### src/rtl/uart_tx_gen2.sv
// uart_tx_gen2: FIFO-buffered UART transmitter with programmable frame format,
// break generation, FIFO level, sticky overflow and a frame-done strobe.
module uart_tx_gen2 #(
  parameter int UART_DATA_WIDTH        = 8,
  parameter int UART_TX_FIFO_DEPTH     = 8,
  parameter int UART_TX_FIFO_PTR_WIDTH = 4
) (
  input  logic                              PCLK,
  input  logic                              PRESET,
  input  logic                              tx_baud_pulse,
  input  logic                              tx_data_wr,
  input  logic [UART_DATA_WIDTH-1:0]        tx_data,
  input  logic [1:0]                        data_len,
  input  logic [1:0]                        parity_mode,
  input  logic                              stop2,
  input  logic                              break_en,
  input  logic                              overflow_clr,
  output logic                              UART_TX,
  output logic                              tx_ready,
  output logic [UART_TX_FIFO_PTR_WIDTH-1:0] tx_fifo_level,
  output logic                              tx_busy,
  output logic                              tx_done,
  output logic                              tx_overflow
);

  localparam int PW = UART_TX_FIFO_PTR_WIDTH;
  localparam int AW = UART_TX_FIFO_PTR_WIDTH - 1;
  localparam logic [PW-1:0] DEPTH_L = PW'(UART_TX_FIFO_DEPTH);

  typedef enum logic [2:0] {
    S_IDLE, S_START, S_DATA, S_PARITY, S_STOP1, S_STOP2, S_BREAK
  } state_t;

  // FIFO storage; pointers carry one extra wrap bit so full/empty are distinct
  logic [UART_DATA_WIDTH-1:0] mem [UART_TX_FIFO_DEPTH];
  logic [PW-1:0] wr_ptr, rd_ptr, level;
  logic          full, empty, pop, push_ok, ovf_set, ovf_q;
  logic [UART_DATA_WIDTH-1:0] head;

  state_t state_q, state_d;
  logic [UART_DATA_WIDTH-1:0] shift_q, shift_d;
  logic [2:0] cnt_q, cnt_d, last_bit;
  logic [1:0] len_q, len_d, par_q, par_d;
  logic       stop2_q, stop2_d, par_bit_q, par_bit_d, brk_q, brk_d;
  logic       line_q, line_d, done_q, done_d;
  logic [UART_DATA_WIDTH-1:0] mask;
  logic       head_xor, par_calc;

  assign level   = wr_ptr - rd_ptr;
  assign full    = (level == DEPTH_L);
  assign empty   = (level == '0);
  assign head    = mem[rd_ptr[AW-1:0]];
  // a pop in the same cycle frees an entry, so a push into a full FIFO is kept
  assign push_ok = tx_data_wr && (!full || pop);
  assign ovf_set = tx_data_wr && full && !pop;

  // parity of the head byte restricted to the configured data length
  assign mask     = 8'hFF >> (2'd3 - data_len);
  assign head_xor = ^(head & mask);
  always_comb begin
    par_calc = 1'b0;
    case (parity_mode)
      2'b01:   par_calc = ~head_xor;
      2'b10:   par_calc = head_xor;
      2'b11:   par_calc = 1'b1;
      default: par_calc = 1'b0;
    endcase
  end

  assign last_bit = {1'b0, len_q} + 3'd4;

  // FIFO storage write (contents are discarded on reset via the pointers)
  always_ff @(posedge PCLK) begin
    if (push_ok) mem[wr_ptr[AW-1:0]] <= tx_data;
  end

  // FIFO pointers
  always_ff @(posedge PCLK) begin
    if (PRESET) begin
      wr_ptr <= '0;
      rd_ptr <= '0;
    end else begin
      if (push_ok) wr_ptr <= wr_ptr + 1'b1;
      if (pop)     rd_ptr <= rd_ptr + 1'b1;
    end
  end

  // sticky overflow; a new overflow beats a simultaneous clear
  always_ff @(posedge PCLK) begin
    if (PRESET)            ovf_q <= 1'b0;
    else if (ovf_set)      ovf_q <= 1'b1;
    else if (overflow_clr) ovf_q <= 1'b0;
  end

  // FSM state and frame datapath registers
  always_ff @(posedge PCLK) begin
    if (PRESET) begin
      state_q   <= S_IDLE;
      shift_q   <= '0;
      cnt_q     <= '0;
      len_q     <= '0;
      par_q     <= '0;
      stop2_q   <= 1'b0;
      par_bit_q <= 1'b0;
      brk_q     <= 1'b0;
      line_q    <= 1'b1;
      done_q    <= 1'b0;
    end else begin
      state_q   <= state_d;
      shift_q   <= shift_d;
      cnt_q     <= cnt_d;
      len_q     <= len_d;
      par_q     <= par_d;
      stop2_q   <= stop2_d;
      par_bit_q <= par_bit_d;
      brk_q     <= brk_d;
      line_q    <= line_d;
      done_q    <= done_d;
    end
  end

  // next state, next line level and pop decision; moves only on baud pulses
  always_comb begin
    state_d   = state_q;
    shift_d   = shift_q;
    cnt_d     = cnt_q;
    len_d     = len_q;
    par_d     = par_q;
    stop2_d   = stop2_q;
    par_bit_d = par_bit_q;
    brk_d     = brk_q;
    line_d    = line_q;
    done_d    = 1'b0;
    pop       = 1'b0;
    if (tx_baud_pulse) begin
      case (state_q)
        S_IDLE: begin
          line_d = 1'b1;
          if (break_en) begin
            state_d = S_BREAK;
            line_d  = 1'b0;
          end else if (!empty) begin
            pop       = 1'b1;
            state_d   = S_START;
            line_d    = 1'b0;
            shift_d   = head;
            len_d     = data_len;
            par_d     = parity_mode;
            stop2_d   = stop2;
            par_bit_d = par_calc;
            brk_d     = 1'b0;
          end
        end
        S_START: begin
          state_d = S_DATA;
          line_d  = shift_q[0];
          shift_d = shift_q >> 1;
          cnt_d   = '0;
        end
        S_DATA: begin
          if (cnt_q == last_bit) begin
            if (par_q != 2'b00) begin
              state_d = S_PARITY;
              line_d  = par_bit_q;
            end else begin
              state_d = S_STOP1;
              line_d  = 1'b1;
            end
          end else begin
            line_d  = shift_q[0];
            shift_d = shift_q >> 1;
            cnt_d   = cnt_q + 3'd1;
          end
        end
        S_PARITY: begin
          state_d = S_STOP1;
          line_d  = 1'b1;
        end
        S_STOP1: begin
          line_d = 1'b1;
          if (stop2_q) begin
            state_d = S_STOP2;
          end else begin
            state_d = S_IDLE;
            done_d  = !brk_q;
          end
        end
        S_STOP2: begin
          state_d = S_IDLE;
          line_d  = 1'b1;
          done_d  = 1'b1;
        end
        S_BREAK: begin
          if (!break_en) begin
            // single stop bit after a break, and no done strobe for it
            state_d = S_STOP1;
            line_d  = 1'b1;
            stop2_d = 1'b0;
            brk_d   = 1'b1;
          end else begin
            line_d = 1'b0;
          end
        end
        default: begin
          state_d = S_IDLE;
          line_d  = 1'b1;
        end
      endcase
    end
  end

  assign UART_TX       = line_q;
  assign tx_ready      = !full;
  assign tx_fifo_level = level;
  assign tx_busy       = (state_q != S_IDLE);
  assign tx_done       = done_q;
  assign tx_overflow   = ovf_q;

endmodule

### config.mk
export PLATFORM = sky130hd
export DESIGN_NAME = uart_tx_gen2
export DESIGN_NICKNAME = d
export VERILOG_FILES = /design/src/rtl/uart_tx_gen2.sv
export SDC_FILE = /design/constraint.sdc
export NUM_CORES = 1
export LEC_CHECK = 0
export CORE_MARGIN = 8
export CORE_UTILIZATION = 53
export CTS_CLUSTER_SIZE = 8
export DETAILED_ROUTE_END_ITERATION = 10
export PLACE_DENSITY = 0.75
export SLEW_MARGIN = 10
export SYNTH_ARGS = -nofsm -noshare
export SYNTH_HDL_FRONTEND = slang
export SYNTH_SLANG_ARGS = --single-unit
export TNS_END_PERCENT = 50
### constraint.sdc
create_clock -name PCLK -period 2.82 [get_ports PCLK]
set_input_delay 0.564 -clock PCLK [delete_from_list [all_inputs] [get_ports PCLK]]
set_output_delay 0.564 -clock PCLK [all_outputs]
set_load 0.01 [all_outputs]
# Yosys cells after proc, flatten, opt, wreduce, memory -nomap -nowiden
# Memories as Yosys holds them, arrays and structs flattened. A register that Yosys moved wholly into a read port is not among the register bits.
# Index checks and enable logic that the tools add are counted.
# word_totals
ff_bits	32
latchBits	0
ramBits	64
rom_bits	0
inputBits	19
wordCells	105
mem_count	1
# classes
addsub	6
multipliers	0
div_mod_pow	0
magnitude_cmp	0
n_eq_ne	17
n_shift	1
mux	40
bitwise_logic	5
reduce_logical	22
# memory_table
name	words	word_bits	rd	rd_ports_with_merged_regs	wr	line_no	text
mem	8	8	1	1	1	35	logic [UART_DATA_WIDTH-1:0] mem [UART_TX_FIFO_DEPTH];
# ops
operator	count
3-bit two-way mux	9
8-bit two-way mux	3
8-bit case mux with 3 select lines	1
1-bit two-way mux	20
3-bit case mux with 6 select lines	1
2-bit != test, second input constant	5
5-bit AND reduction	2
3-bit equality test, second input constant	3
4-bit by 1-bit adder with 4-bit output, second input constant	2
8-bit bitwise AND	1
4-bit AND reduction	2
2-bit nonzero test	4
8-bit parity	1
8-bit by 2-bit >> shifter with 8-bit output, first input constant	1
3-bit by 2-bit equality test with 1-bit output, second input constant	2
1-bit case mux with 2 select lines	3
3-bit case mux with 2 select lines	1
3-bit nonzero test	2
2-bit equality test, second input constant	2
4-bit equality test, second input constant	1
4-bit logical NOT	1
1-bit inverter	4
1-bit case mux with 4 select lines	1
4-bit subtractor	1
other kinds (14)	18

# Depth between registers and ports, before layout
# Gate-level depths: netlist of the first run.
# logic_depth
depth_word	10
depth_mapped	11

# Worst setup path before layout of the first run
# Ideal clock, no wire load.
# synth_timing
path_kind	register to register
from	register wr_ptr[0]
to	memory mem[0][0] (enable)
setup_time_ns	0.395
arrival_time_ns	2.775
setup_slack_ns	-0.349
stages_incl_launch_ff	10
cell_sequence	dfxtp_1 > inv_1 > ha_1 > inv_1 > fa_1 > xor2_1 > nor3_1 > o21ai_1 > o21ai_1 > nor4_1
# synth_rtl
element	line_no	text
start, declared	36	logic [PW-1:0] wr_ptr, rd_ptr, level;
start signal, assigned	83	if (push_ok) wr_ptr <= wr_ptr + 1'b1;
4-bit subtractor	49	assign level = wr_ptr - rd_ptr;
via tx_fifo_level[2]	20	output logic [UART_TX_FIFO_PTR_WIDTH-1:0] tx_fifo_level,
4-bit equality test	50	assign full = (level == DEPTH_L);
1-bit logical NOT	-	
via tx_ready	19	output logic tx_ready,
1-bit logical OR	54	assign push_ok = tx_data_wr && (!full || pop);
1-bit logical AND	54	
1-bit two-way mux	74	if (push_ok) mem[wr_ptr[AW-1:0]] <= tx_data;
1-bit two-way mux (implied by the code)	74	
end, declared	35	
# The timed path passes the listed nets, and every way through them passes these cells.

# Worst setup path after layout of the first run
# layout_timing
from	register wr_ptr[0]
to	output port tx_ready
# layout_via
elab_chain_len	3
# layout_rtl
element	line_no	text
4-bit subtractor	49	
4-bit equality test	50	
1-bit logical NOT	213	assign tx_ready = !full;
end, declared	19	
# Every way passes these cells.

==> results.md, run 1 <==
- Multi-input gate area: 0.00165 sq mm
- Outcome: finished clean
- Maximum buffer depth of the clock tree: 2
- Drt drc: 0
- CP max-delay cell: fa_2
- Final Max Slew Viols: 0
- Int Pwr: 2.59 mW
- CP top delay family: adder cells
- Setup TNS: 0 ns
- Largest family of logic cells by synthesized area: multiplexers
- CORE AREA: 0.00809 sq mm
- P per Cell Area: 730 mW/mm^2
- Combinational Power Share: 29.3%
- Fmax: 0.369 GHz
- Mux contribution to synthesized area: 15.0%
- GR Overflow Total: 0
- Relative slew slack: 64.5%
- Routed wire length: 8.43 mm
- Fraction of registers with async set/reset: 0%
- Cell Area, Synth: 0.00437 sq mm
- Root buf cell: clkbuf_8
- R2R Setup Slk: 0.21 ns
- Ys flop type: edfxtp_1
- Top cells by count, synth: 64 x edfxtp_1, 40 x nor2_1, 35 x dfxtp_1, 20 x mux2i_1, 20 x nand2_1
- Io pins: 28
- Flop pwr share: 46.9%
- Clock network fraction of design power: 23.9%
- Skew final: 0.00786 ns
- Synth Register Bits: 99
- CP peak stage delay: 0.47 ns
- Adder-cell share of the synthesized area: 2.17%
- Worst min-delay path category: flip-flop to flip-flop
- Number of max-cap violations: 0
- DP Wirelength: 5.99 mm
- Hold Buf Count CTS: 0
- Top-area cell type share of the netlist area: 43.9%
- Synth Area in Compound Gates: 7.50%
- FF/Latch Area: 0.00263 sq mm
- Detail Route Antenna Nets: 0
- First-pass GRT wire length: 14.0 mm
- Final Cycle Share: 96.1%
- DIE AREA: 0.0114 sq mm
- Crit path DAT: 2.14 ns
- Cell count along the critical path: 7
- Syn nets: 365
- Die Y-Extent: 107 microns
- Final Worst Setup Slack: 0.111 ns
- Row cnt: 33
- Critical path class: flip-flop to output port
- Switching Share: 31.4%
- Number of enable flip-flop cells after synthesis: 64
- Drt first pass iters: 4
- Antenna violations before repair: 0
- Clk sinks: 99
- Crit end category: output port
- Util after Layout: 63.8%
- Psw: 1.18 mW
- Worst setup SP type: flip-flop
- Number of global-route vias before repair: 2876
- Count leader, synth: edfxtp_1
- Share of layout cells above drive strength 1: 17.8%
- Port Buffers: 27
- Leakage: 1.79 nW
- Dpl ws: 0.126 ns
- Largest net degree at the start of global routing: 28
- All-layer global routing usage: 16.0%
- CP bufs+invs: 3
- Area Overhead vs Synth: 18.1%
- Peak VDD IR: 0.381 mV
- CP Capture Point: tx_ready
- Beginning of the critical path: wr_ptr[0]
- Synth top area cells: edfxtp_1 44%, dfxtp_1 16%, mux4_2 4.6%, mux2i_1 4.6%, mux4_1 4.2%
- Tmin final: 2.71 ns
- Library cells used by synthesis: 44
- Filler instances: 646
- FF-to-FF path depth: 11
- WP data required: 2.26 ns
- Worst Tran Pin Value: 0.531 ns
- Wire per inst: 16.8 microns
- CTS tree: done
- Seq/Total Area, Yosys: 60.0%
- Via count: 2800
- Antenna diodes: 0
- Gpl congestion: 0.840
- CTS Buf Count: 9
- CP Cell Sequence: inv_2, ha_1, inv_1, fa_2, nor3_2, o21ai_2, dlygate4sd2_1
- Worst-Skew Late Latency: 0.37 ns
- Worst Hold Launch: cnt_q[1]
- Critical R2R Launch: rd_ptr[1]
- Synth warn: 0
- Simple-gate area share of the yosys netlist: 9.90%
- Post-Synth XOR/XNOR Area: 2.60%
- Synth area leader: edfxtp_1
- Synthesized instance count: 339
- Starting density of the core: 54.0%
- Final setup viols: 0
- Crit path max fanout: 3
- First DRT Iteration DRCs: 115
- Nets@finish: 419
- Syn avg cell area: 12.9 sq um
- H-tree level count: 3
- Die Width: 107 microns
- Fin. Hold Viols: 0
- Avg Vias per Cell: 5.57
- Capture point of the worst reg-to-reg path: mem[1][5]
- Clock Pin Slew Worst Setup and Hold Paths: 0.10 ns
## cells by family after synthesis
family                   count (synthesis)
flip-flops                              99
adder cells (fa/ha/maj)                  7
multiplexers                            41
AND/OR/NAND/NOR                         94
XOR/XNOR                                13
buffers and inverters                   30
AO/OA/AOI/OAI                           55
## layout make-up
type,instances,share of cell area [%]
clock inverters,7,1.48
multi-input cells,210,32.0
well taps,105,2.54
flip-flops and latches,99,50.9
repair buffers,57,9.54
clock buffers,9,2.40
inverters,16,1.16
## sequential cells by signal (all words and copies together), names as in the netlist, named ones only
register     count
UART_TX          1
brk_q            1
cnt_q            3
len_q            2
mem             64
par_bit_q        1
par_q            2
rd_ptr           4
shift_q          8
state_q          3
stop2_q          1
tx_done          1
tx_overflow      1
wr_ptr           4
## worst min-delay path, delay by kind of cell, from the launching register on
kind,cells,cell delay (ns)
DFF,1,0.34
and+or+nand+nor,1,0.06
AOI/OAI and AO/OA,1,0.05
## worst min-delay path by stage
stage                 endpoint  cells after the start  slack, ns
floorplan           shift_q[2]                      2       0.45
global route          cnt_q[1]                      2       0.52
global placement    shift_q[7]                      2       0.47
finish                cnt_q[1]                      2       0.49
detailed placement   par_bit_q                      2       0.48
CTS                   cnt_q[1]                      2       0.50
## cells in the final DEF, fill, tap and decap left out, types with 2 or more instances in the layout
| master | n |
|---|---|
| o31a_1 | 3 |
| a21oi_1 | 18 |
| nor3_2 | 2 |
| nand4_1 | 2 |
| nor2_1 | 40 |
| dfxtp_1 | 31 |
| buf_4 | 30 |
| nand2_1 | 20 |
| clkbuf_8 | 9 |
| o21ai_0 | 14 |
| nor4_1 | 3 |
| nand3_1 | 3 |
| xor2_1 | 4 |
| nor3_1 | 8 |
| mux4_2 | 9 |
| o21a_1 | 3 |
| o22ai_1 | 4 |
| inv_8 | 3 |
| edfxtp_1 | 64 |
| mux2_2 | 4 |
| or3_1 | 3 |
| nand2b_1 | 2 |
| inv_1 | 15 |
| a31oi_1 | 2 |
| mux4_1 | 7 |
| dfxtp_2 | 4 |
| clkdlybuf4s50_1 | 25 |
| mux2i_1 | 20 |
| dlygate4sd2_1 | 2 |
| nor2b_1 | 5 |
| o211ai_1 | 3 |
| or4b_1 | 2 |
| xnor2_1 | 8 |
| ha_1 | 6 |
| inv_6 | 2 |
## power by group through the flow
stage	Clock, mW	Combinational, mW	Sequential [mW]
3_5_place_dp	0	1.06	1.80
4_1_cts	0.919	1.08	1.76
3_3_place_gp	0	1.03	1.79
2_1_floorplan	0	0.722	1.76
5_1_grt	0.977	1.22	1.78
6_report	0.901	1.10	1.77
## layer usage
layer  share of wire [%]  GRT usage [%]  vias to the layer above
met5                   0              0                        -
met4                 2.0           7.54                        0
met3                 3.2           3.30                       17
met2                  51           27.0                       44
met1                  43           19.2                     1370
li1                    -              -                     1369
## stage by stage
step	instance area, sq um	std cells	hold slack [ns]	total power [mW]
6_report	5170	503	0.494	3.77
4_1_cts	5130	502	0.498	3.76
5_1_grt	5170	503	0.522	3.98
3_3_place_gp	4920	484	0.474	2.82
2_1_floorplan	4380	339	0.454	2.48
3_5_place_dp	4920	484	0.483	2.85
## timing repair
item                                    CTS  global route
endpoints found under the setup margin    2            52
gates resized for setup                   3             9
pin swaps                                 1             2
buffers inserted                          2             1
Power figures use the tool's default switching activity.
==> run 2: changes to the inputs <==
- CORE_ASPECT_RATIO: not set -> 0.6
- CTS_CLUSTER_SIZE: 8 -> 25
- REMOVE_ABC_BUFFERS: not set -> 1
==> results.md, run 2 (synthesis results as in run 1) <==
- All-layer global routing usage: 17.0% (was 16.0%)
- Clk sinks: 99 (unchanged)
- Post-Place Cells: 489 (was 484)
- Relative slew slack: 62.8% (was 64.5%)
- Drt drc: 0 (unchanged)
- Most frequent cells in the layout: 64 x edfxtp_1, 39 x nor2_1, 34 x dfxtp_1 (was 64 x edfxtp_1, 40 x nor2_1, 31 x dfxtp_1)
- Final Max Slew Viols: 0 (unchanged)
- Switching Share: 29.4% (was 31.4%)
- Skew final: 0.00631 ns (was 0.00786 ns)
- Port Buffers: 27 (unchanged)
- FF-to-FF path depth: 11 (unchanged)
- WP data required: 2.26 ns (about the same)
- Combinational Power Share: 28.4% (was 29.3%)
- Int Pwr: 2.84 mW (was 2.59 mW)
- Antenna diodes: 0 (unchanged)
- CTS tree: done (unchanged)
- Peak VDD IR: 0.406 mV (was 0.381 mV)
- Die Y-Extent: 86.4 microns (was 107 microns)
- Largest register FFs: 64 (unchanged)
- Maximum buffer depth of the clock tree: 2 (unchanged)
- Worst min-delay path category: flip-flop to flip-flop (unchanged)
- Setup TNS: 0 ns (unchanged)
- Area Overhead vs Synth: 20.1% (was 18.1%)
- DIE AREA: 0.0115 sq mm (was 0.0114 sq mm)
- Row cnt: 25 (was 33)
- Final Cycle Share: 97.9% (was 96.1%)
- Via count: 2874 (was 2800)
- Most common cell after layout, fill and taps aside: edfxtp_1 (unchanged)
- Detail Route Antenna Nets: 0 (unchanged)
- CP most frequent cell: inv_1
- Number of global-route vias before repair: 2791 (was 2876)
- GR Overflow Total: 0 (unchanged)
- CORE AREA: 0.00795 sq mm (was 0.00809 sq mm)
- Tmin final: 2.76 ns (was 2.71 ns)
- Worst Hold End: shift_q[1] (was cnt_q[1])
- Psw: 1.18 mW (about the same)
- DP Wirelength: 6.67 mm (was 5.99 mm)
- First-pass GRT wire length: 15.1 mm (was 14.0 mm)
- Layer carrying the most global-route usage: met1 (was met2)
- Capture point of the worst reg-to-reg path: par_bit_q (was mem[1][5])
- Worst setup SP type: flip-flop (unchanged)
- H-tree level count: 3 (unchanged)
- Worst-Skew Late Latency: 0.34 ns (was 0.37 ns)
- Wire per inst: 18.7 microns (was 16.8 microns)
- Met2 GRT Util: 24.0% (was 27.0%)
- Fin. Hold Viols: 0 (unchanged)
- Crit end category: output port (unchanged)
- Clock Pin Slew Worst Setup and Hold Paths: 0.06 ns (was 0.10 ns)
- Fmax: 0.362 GHz (was 0.369 GHz)
- Routed wire length: 9.48 mm (was 8.43 mm)
- Critical R2R Launch: wr_ptr[0] (was rd_ptr[1])
- Leakage: 1.83 nW (was 1.79 nW)
- Final setup viols: 0 (unchanged)
- Io pins: 28 (unchanged)
- Antenna violations before repair: 0 (unchanged)
- Worst Tran Pin Value: 0.557 ns (was 0.531 ns)
- Avg Vias per Cell: 5.68 (was 5.57)
- CP peak stage delay: 0.40 ns (was 0.47 ns)
- Die Width: 133 microns (was 107 microns)
- Met1 Use GR: 24.7% (was 19.2%)
- First DRT Iteration DRCs: 298 (was 115)
- Crit path max fanout: 4 (was 3)
- Crit path DAT: 2.20 ns (was 2.14 ns)
- Outcome: finished clean (unchanged)
- Root buf cell: clkbuf_16 (was clkbuf_8)
- Starting density of the core: 55.0% (was 54.0%)
- Met3 Use GR: 5.08% (was 3.30%)
- CTS Buf Count: 9 (unchanged)
- CP max-delay cell: fa_1 (was fa_2)
- Clock network fraction of design power: 27.9% (was 23.9%)
- Share of layout cells above drive strength 1: 16.3% (was 17.8%)
- Hold depth: 2 (unchanged)
- Nets@finish: 419 (unchanged)
- Largest net degree at the start of global routing: 34 (was 28)
- Gpl congestion: 0.811 (was 0.840)
- Non-Filler Instances: 506 (was 503)
- Drt first pass iters: 5 (was 4)
- R2R Setup Slk: 0.16 ns (was 0.21 ns)
- RSZ-0062 raised after global routing: true
- Util after Layout: 66.1% (was 63.8%)
- P per Cell Area: 767 mW/mm^2 (was 730 mW/mm^2)
- Critical path class: flip-flop to output port (unchanged)
- Worst Hold Launch: shift_q[1] (was cnt_q[1])
- Number of max-cap violations: 0 (unchanged)
- Flop pwr share: 43.7% (was 46.9%)
- CP Cell Sequence: inv_1, ha_1, inv_1, fa_1, xor2_2, nor3_2, o21ai_2, dlygate4sd2_1 (was inv_2, ha_1, inv_1, fa_2, nor3_2, o21ai_2, dlygate4sd2_1)
==> run 2: layout make-up <==
cell class | count | area, sq um
clock buffers | 12 | 246
clock inverters | 4 | 27.5
fillers | 606 | 2700
inverters | 16 | 60.1
multi-input cells | 210 | 1660
flip-flops and latches | 99 | 2620
well taps | 108 | 135
repair buffers | 57 | 495
==> run 2: through the flow <==
step           power, mW  hold WS, ns  setup slack (ns)  instance area, sq um
2_1_floorplan       2.45        0.454            -0.349                  4310
3_3_place_gp        2.85        0.469             0.195                  4940
3_5_place_dp        2.89        0.484             0.114                  4940
4_1_cts             4.04        0.500           0.00791                  5240
5_1_grt             4.22        0.523           -0.0546                  5250
6_report            4.03        0.498            0.0579                  5250
==> run 2: power groups by stage <==
stage | registers [mW] | logic [mW] | clock network, mW
6_report | 1.76 | 1.14 | 1.12
5_1_grt | 1.77 | 1.25 | 1.20
4_1_cts | 1.75 | 1.14 | 1.15
3_5_place_dp | 1.78 | 1.10 | 0
3_3_place_gp | 1.78 | 1.07 | 0
2_1_floorplan | 1.79 | 0.658 | 0
==> run 2: per-layer routing <==
| metal | wire length, microns | vias up |
|---|---|---|
| met5 | 0 | - |
| met4 | 95 | 0 |
| met3 | 673 | 9 |
| met2 | 4120 | 101 |
| met1 | 4590 | 1400 |
| li1 | - | 1364 |
==> run 2: critical path: cells and delay by family (launching register included) <==
kind            cells  cell delay, ns
compound gates      1            0.12
xor+xnor            1            0.18
fa+ha+maj           2            0.59
buf+inv             3            0.46
flops               1            0.31
simple gates        1            0.20
==> run 2: timing repair <==
| item | in CTS | in global routing |
|---|---|---|
| pin swaps | 1 | 0 |
| hold buffers | 0 | 0 |
| cloned | 0 | 0 |
| resized for setup | 7 | 4 |
| endpoints found under the setup margin | 2 | 7 |
| setup buffers | 1 | 0 |
==> run 2: worst max-delay path by stage <==
stage                     slack [ns]          start  depth (start not counted)        end
after floorplan                -0.35      wr_ptr[0]                          9  mem[0][0]
after global placement          0.19  tx_baud_pulse                          8  mem[1][1]
after detailed placement        0.11      rd_ptr[0]                          7   tx_ready
after CTS                      0.008      rd_ptr[0]                          7   tx_ready
after global routing           -0.05      rd_ptr[1]                          8   tx_ready
final                           0.06      wr_ptr[0]                          8   tx_ready
==> run 3: changes to the inputs <==
- CAP_MARGIN: not set -> 20
==> results of run 3 <==
Same layout as run 2: the final DEF is identical, and so are final timing and power.
==> RTL edit: new RTL, flow settings as in run 1 <==
Register the inputs `tx_baud_pulse` and `parity_mode` before use. The logic sees them one clock later. The other inputs are not delayed to match.
--- a/src/rtl/uart_tx_gen2.sv
+++ b/src/rtl/uart_tx_gen2.sv
@@ -33,2 +33,10 @@
 
+  logic tx_baud_pulse_q;
+  logic [1:0] parity_mode_q;
+
+  always_ff @(posedge PCLK) begin
+    tx_baud_pulse_q <= tx_baud_pulse;
+    parity_mode_q   <= parity_mode;
+  end
+
   // FIFO storage; pointers carry one extra wrap bit so full/empty are distinct
@@ -61,3 +69,3 @@
     par_calc = 1'b0;
-    case (parity_mode)
+    case (parity_mode_q)
       2'b01:   par_calc = ~head_xor;
@@ -134,3 +142,3 @@
     pop       = 1'b0;
-    if (tx_baud_pulse) begin
+    if (tx_baud_pulse_q) begin
       case (state_q)
@@ -147,3 +155,3 @@
             len_d     = data_len;
-            par_d     = parity_mode;
+            par_d     = parity_mode_q;
             stop2_d   = stop2;
Formal check against the unedited RTL: not equivalent (a bounded check fails within 4 cycles, from zero or initial values and one cycle with PRESET high).
==> RTL edit against run 1 <==
Routed wire length is 5.5% higher. Design area rose by 3.0%. Synthesized area increased by 3.0%. Combinational power increased by 29%. Critical endpoint is now mem[5][5]. Sequential cell count is 3 higher. Worst setup slack worse by 0.013 ns. Total power up 10%. Worst hold slack worse by 0.025 ns.
==> RTL edit: results (changes against run 1) <==
----------------------------------------------------
[Clock network]
  Post-CTS Setup Bufs ... 0 (-2)
  CTS Buf Count ... 9 (unchanged)
  Clock root cell ... clkbuf_8
  Maximum number of buffers from clock root to sink ... 2 (unchanged)

[Place]
  Setup slack at placement ... 0.07437 ns (-0.05125 ns)
  Half-perimeter wire length of the detailed placement result ... 6.226 mm (+4.0%)
  Routability congestion estimate from global placement ... 0.8176 (-2.7%)
  Placed insts ... 491 (+1.4%)
  Port bufs ... 27 (unchanged)

[GRT]
  Largest net degree at the start of global routing ... 23 (-18%)
  Tot GR Track Use ... 16.17% (+0.19 points)
  Via count of the first global-routing pass ... 3020 (+5.0%)
  Antenna violations before repair ... 0 (unchanged)
  Wire length of the first global-routing pass ... 14.79 mm (+5.5%)

[Hold path]
  Worst Hold Class ... reg2reg

[Pwr]
  Maximum resistive drop on vdd ... 0.0003771 V (-1.0%)
  Leakage Power ... 1.876 nW (+4.9%)

[Yosys]
  Yosys warning count ... 0 (unchanged)
  Post-synthesis sequential area ratio ... 59.54% (-0.43 points)
  Primary flip-flop cell chosen by synthesis mapping ... edfxtp_1
  Most frequent cells after synthesis ... edfxtp_1, dfxtp_1, nor2_1
  Biggest area contributors in the synthesized netlist ... edfxtp_1, dfxtp_1, mux4_2, mux2i_1, nor2_1
  Share of flip-flops with an asynchronous set or reset after synthesis ... 0% (unchanged)
  Gate count after technology mapping ... 343 (+1.2%)
  Number of unique standard cell types used by synthesis ... 55 (+25%)
  Mapped Nets ... 369 (+1.1%)

[Routing]
  Number of vias in the routed layout ... 2912 (+4.0%)
  Final routed wirelength across all metal layers ... 8.899 mm (+5.5%)
  Routed via count divided by cell count ... 5.744 (+3.2%)
  Detailed router's first-iteration violation count ... 209 (+82%)

[Finish]
  FILL cells ... 629 (-2.6%)
  Number of flip-flops in the largest register ... 64 (unchanged)
  Net total in the final layout ... 423 (+0.95%)
  Share of post-route cells with drive strength above 1 ... 19.90% (+2.1 points)

[Status]
  Status ... complete, no violations

[Timing]
  Worst-case clock skew ... 0.02097 ns (+0.01311 ns)
  Worst Max-Slew Pin Slew ... 0.8420 ns (+0.3109 ns)
  Shortest clock period the worst path allows after layout ... 2.722 ns (+0.01296 ns)

[Setup path]
  Critical-path maximum fanout ... 8 (+5)
  Data arrival at the endpoint of the critical path ... 2.80 ns (+0.66 ns)
  Reg-to-reg startpoint ... wr_ptr[0]
  Startpoint of the worst setup timing path ... wr_ptr[0]
  Worst reg-to-reg setup slack ... 0.1 ns (-0.11 ns)
  Number of cells traversed by the worst register-to-register path ... 12 (+1)
  End point of the critical path ... mem[5][5]

----------------------------------------------------
## RTL edit: final cells by class
class / count / area (sq um) / share of cell area (%)
Inverter: 13 / 48.80 / 0.9174
Sequential cell: 102 / 2684 / 50.46
Multi-Input combinational cell: 213 / 1735 / 32.63
Clock inverter: 7 / 78.83 / 1.482
Clock buffer: 9 / 123.9 / 2.329
Tap cell: 105 / 131.4 / 2.470
Timing Repair Buffer: 58 / 516.7 / 9.715
## RTL edit: worst min-delay path by stage
stage,startpoint,endpoint,slack (ns),cells past startpoint
2_1_floorplan,shift_q[7],shift_q[7],0.43,2
3_3_place_gp,shift_q[7],shift_q[7],0.44,2
3_5_place_dp,shift_q[7],shift_q[7],0.46,2
4_1_cts,shift_q[7],shift_q[7],0.47,2
5_1_grt,shift_q[7],shift_q[7],0.50,2
6_report,shift_q[7],shift_q[7],0.47,2
## RTL edit: power by group
group	total, mW	internal, mW	switching, mW	leakage (nW)
Sequential	1.83	1.74	0.0920	0.891
Clock	0.902	0.353	0.548	0.102
Combinational	1.42	0.688	0.736	0.883
Total	4.16	2.78	1.38	1.88
## RTL edit: critical path, stage by stage, from the launching register on
cell	delay [ns]
dfxtp_1	0.33
inv_1	0.08
ha_1	0.17
inv_1	0.06
fa_1	0.41
xor2_2	0.17
nor3_2	0.06
a21bo_2	0.23
o21ai_2	0.09
buf_4	0.17
or2_2	0.32
nor2_1	0.17
buf_6	0.18
## RTL edit: logic make-up after synthesis
group                      count (synthesis)  share of synthesized area [%]
AOI/OAI and AO/OA                         57                          8.415
xor gates and xnor gates                  15                          2.916
adders and majority gates                  7                          2.110
buffers and inverters                     28                          2.916
DFF                                      102                          59.54
muxes                                     40                          14.16
and+or+nand+nor                           94                          9.941
## RTL edit: layer usage
layer	vias to the layer above	track usage, %	wire, microns
met5	-	0	0
met4	0	6.739	153
met3	19	3.212	323
met2	73	26.98	4504
met1	1426	20.05	3918
li1	1394	-	-
## RTL edit: metrics by stage
step           hold WS, ns  cell area [sq um]  util [%]
6_report            0.4691               5319     64.73
5_1_grt             0.4968               5319     64.73
4_1_cts             0.4708               5308     64.60
3_5_place_dp        0.4563               5100     62.07
3_3_place_gp        0.4411               5100     62.07
2_1_floorplan       0.4321               4536         -
## RTL edit: repair_timing
action / 4_1_cts / 5_1_grt
endpoints found under the setup margin: 2 / 9
pin swaps: 0 / 1
cloned: 0 / 0
gates resized for setup: 5 / 4
